**config.mk**
```make
export PLATFORM = sky130hd
export DESIGN_NAME = multi_watchdog
export DESIGN_NICKNAME = d
export VERILOG_FILES = /design/src/rtl/multi_watchdog.sv
export SDC_FILE = /design/constraint.sdc
export NUM_CORES = 1
export LEC_CHECK = 0
export BUFFER_PORTS_ARGS = -buffer_cell sky130_fd_sc_hd__buf_2
export CORE_MARGIN = 3
export CORE_UTILIZATION = 35
export DETAILED_ROUTE_END_ITERATION = 10
export PLACE_DENSITY = 0.65
export SKIP_LAST_GASP = 1
export SLEW_MARGIN = 15
export SYNTH_ARGS = -nofsm -noshare
export SYNTH_HDL_FRONTEND = slang
export SYNTH_SLANG_ARGS = --single-unit
```
**constraint.sdc**
```tcl
create_clock -name clk -period 2.2 [get_ports clk]
set_clock_uncertainty 0.05 [all_clocks]
set_input_delay 0.44 -clock clk [delete_from_list [all_inputs] [get_ports clk]]
set_output_delay 0.44 -clock clk [all_outputs]
set_load 0.1 [all_outputs]
```
**src/rtl/multi_watchdog.sv**
```systemverilog
// Bank of independent watchdog timers sharing one free-running prescaler.
// Each channel counts down prescaler ticks from its kicked timeout and latches an expiry flag.
module multi_watchdog #(
  parameter int unsigned CHANNELS         = 4,
  parameter int unsigned PRESCALE_BITS    = 10,
  parameter int unsigned COUNT_BITS       = 8,
  parameter bit          EXPIRED_ON_RESET = 1'b1
) (
  input  logic                           clk,
  input  logic                           reset_n,
  input  logic [CHANNELS-1:0]            kick,
  input  logic [CHANNELS-1:0]            enable,
  input  logic [CHANNELS*COUNT_BITS-1:0] timeout,
  output logic [CHANNELS-1:0]            expired,
  output logic [CHANNELS-1:0]            expire_pulse,
  output logic                           any_expired
);

  logic [PRESCALE_BITS-1:0] presc_q, presc_d;
  logic                     tick;

  logic [COUNT_BITS-1:0] cnt_q [CHANNELS];
  logic [COUNT_BITS-1:0] cnt_d [CHANNELS];
  logic [CHANNELS-1:0]   armed_q, armed_d;
  logic [CHANNELS-1:0]   expired_q, expired_d;
  logic [CHANNELS-1:0]   pulse_q, pulse_d;

  assign presc_d = presc_q + PRESCALE_BITS'(1);
  assign tick    = &presc_q;

  // A channel only counts once it has been kicked since reset; an idle
  // post-reset channel with cnt=0 must not spontaneously expire.
  always_comb begin
    armed_d   = armed_q;
    expired_d = expired_q;
    for (int i = 0; i < CHANNELS; i++) begin
      cnt_d[i] = cnt_q[i];
      if (kick[i]) begin
        cnt_d[i]     = timeout[i*COUNT_BITS +: COUNT_BITS];
        armed_d[i]   = 1'b1;
        expired_d[i] = 1'b0;
      end else if (tick && enable[i] && armed_q[i] && !expired_q[i]) begin
        if (cnt_q[i] > COUNT_BITS'(1)) begin
          cnt_d[i] = cnt_q[i] - COUNT_BITS'(1);
        end else begin
          cnt_d[i]     = '0;
          expired_d[i] = 1'b1;
        end
      end
    end
    pulse_d = expired_d & ~expired_q;
  end

  always_ff @(posedge clk or negedge reset_n) begin
    if (!reset_n) begin
      presc_q   <= '0;
      armed_q   <= '0;
      expired_q <= {CHANNELS{EXPIRED_ON_RESET}};
      pulse_q   <= '0;
      for (int i = 0; i < CHANNELS; i++) begin
        cnt_q[i] <= '0;
      end
    end else begin
      presc_q   <= presc_d;
      armed_q   <= armed_d;
      expired_q <= expired_d;
      pulse_q   <= pulse_d;
      for (int i = 0; i < CHANNELS; i++) begin
        cnt_q[i] <= cnt_d[i];
      end
    end
  end

  assign expired      = expired_q;
  assign expire_pulse = pulse_q;
  assign any_expired  = |expired_q;

endmodule

```
==> impl_metrics.yaml <==
floorplanning:
  start_util_pct: 36.5
  boundaryPins: 51
  dieArea_mm2: 0.00986
  core_area_mm2: 0.00834
  die_w_um: 99.3
  rows: 33
  die_height_um: 99.3
sta:
  period_share_pct: 95.9
  fmax_mhz: 474
  rsz0062_at_grt: "no"
  min_period_ns: 2.11
  finalSetupViolCount: 0
  layout_setup_ws_ns: 0.0910
  max_slew_margin_pct: 58.9
  hold_viol: 0
  drv_slew: 0
  finalSetupTns_ns: 0
  tightest_slew_ns: 0.611
clock_tree:
  clk_pin_slew_ns: 0.10
  cts.htree.levels: 2
  clkLatencyLatePin_ns: 0.31
  cts_buffer_depth: 2
  cts_setup_buffers: 0
  cts_tree: "yes"
  root_buffer: "clkbuf_8"
  cts.sinks: 54
  cts_buffers: 5
  hold_buffers: 0
routing:
  vias_per_cell: 5.39
  remaining_drc_errors: 0
  first_pass_iters: 4
  wl_per_cell_um: 14.1
  wirelength_um: 6890
  antenna_left: 0
  vias: 2634
  drt_iter0_markers: 87
setup_path:
  arrival_ns: 2.26
  reg2regPathDepth: 6
  crit_slowest_cell: "or4_4"
  start_kind: "flop"
  crit_type: "reg -> reg"
  worst_setup_path_startpoint: "presc_q[0]"
  reg2reg_slack_ns: 0.09
  crit_path_max_incr_delay_ns: 0.59
  critPathCaptureType: "flop"
  cp_num_cells: 6
  path_delay_family: "simple AND/OR/NAND/NOR gates"
  crit-reg2reg-capture: "cnt_q[27]"
  path_buf_inv: 0
  cp_data_required_time_ns: 2.35
  crit_fanout: 5
  crit_end: "cnt_q[27]"
  crit_chain: "ha_1, nand2_2, or4_4, o41ai_2, nand2_1, mux2_2"
  r2r_start: "presc_q[0]"
logic_synthesis:
  ys_types: 56
  synth_flop_cell: "dfrtp_1"
  seq_area_frac_synth_pct: 44.5
  synth_edf_count: 0
  yosys_warnings: 0
  syn_inst: 328
  syn_avg_cell_area_um2: 9.28
  ys_ff_latch: 54
  synth_fp_nets: 379
  synthArstFlopShare_pct: 100
  netlist_area_mm2: 0.00305
finish:
  diodes: 0
  layout_common_cells: "dfrtp_1, buf_2, nand2_1, nor2_1, nor3_1"
  drive_gt1_share_pct: 22.4
  register_area_mm2: 0.00136
  fill_cells: 847
  finalNetCount: 434
  post-route-util_pct: 42.7
  fin_area_mm2: 0.00356
  syn2layout_area_growth_pct: 16.9
  multiInputGateArea_mm2: 0.00160
power:
  power_mw: 1.95
  ir_drop_mv: 0.215
  p_leak_nw: 1.53
  powerDensity_mw_per_mm2: 546
min_path:
  hp-class: "in -> async"
global_routing:
  grt_pass1_wl_um: 11700
  grt_usage_pct: 14.4
  overflow: 0
  grt_pass1_vias: 2510
  antenna_found_initial: 0
  grt_max_degree: 36
place:
  dp_slack_ns: 0.0732
  io_buffers: 50
  dp_hpwl_um: 5080
  gp_congestion: 0.850
  placed_area_mm2: 0.00346
job:
  maxCapViolCount: 0
run_status:
  status: "finished clean"
-- what timing repair did --
action                                 CTS  global route
resized for setup                        0             3
setup endpoints to repair                0             5
endpoints found under the hold margin    0             0
-- synthesized netlist by cell type, types with 3 or more instances --
cell type   n  share of area (%)
xnor2_1     6                1.7
o311ai_0    3               0.86
a21oi_1    16                2.6
a2bb2oi_1   3               0.86
o21ai_0    16                2.6
a41oi_1     4                1.2
or3_1       7                1.4
nand3_1    11                1.8
dfstp_2     4                3.5
nor4_1      9                1.8
nand2_1    31                3.8
nand3b_1    5                1.2
or4_1       7                1.7
nor2b_1     5                1.0
dfrtp_1    50                 41
and3_1      5                1.0
ha_1        9                3.7
o21ai_1     3               0.49
o211ai_1    3               0.74
or2_2       4               0.82
nand4_1     8                1.6
nor2_1     27                3.3
a31oi_1     6                1.2
nor3_1     21                3.5
inv_1      17                2.1
clkbuf_1    8               0.99
-- routing by layer --
layer	global-route usage, %	wire, um	vias to the layer above
li1	-	-	1319
met1	19.4	3230	1249
met2	23.8	3310	58
met3	2.31	258	8
met4	4.10	98	0
met5	0	0	-
-- worst min-delay path by stage --
stage | from | end | cells past startpoint
after global routing | reset_n | cnt_q[28] | 1
after global placement | reset_n | cnt_q[28] | 1
after detailed placement | reset_n | cnt_q[28] | 1
after floorplan | reset_n | armed_q[0] | 0
after CTS | reset_n | cnt_q[28] | 1
final | reset_n | cnt_q[28] | 1
-- flip-flops by register name, summed over array words and instances, names as in the netlist --
register and cells:
cnt_q 32, presc_q 10, expired 4, armed_q 4
expire_pulse 4
-- power breakdown --
group	total, mW	internal, mW	switching (mW)
sequential	1.11	1.05	0.0638
combinational	0.272	0.120	0.152
clock	0.564	0.226	0.338
total	1.95	1.39	0.554
-- through the flow --
stage          hold slack [ns]  std cells
4_1_cts                 0.0335        489
3_5_place_dp             0.379        481
3_3_place_gp             0.378        481
2_1_floorplan           0.0944        328
6_report                0.0318        489
5_1_grt                 0.0497        489
-- area by class of cell --
cell class              count  area share (%)
well taps                 105            3.69
inverters                  17            1.79
repair buffers             58            9.07
flip-flops and latches     54            38.1
clock inverters             2           0.387
multi-input cells         247            44.9
clock buffers               6            2.04
-- cells by family after synthesis --
kind of cell,count (synthesis),share of synthesized area [%]
AOI/OAI and AO/OA,66,14.3
xor gates and xnor gates,8,2.30
adders and majority gates,9,3.70
buffers and inverters,27,3.41
DFF,54,44.5
muxes,3,1.07
and+or+nand+nor,161,30.7
Note: power is estimated with default switching activity, not from simulation.
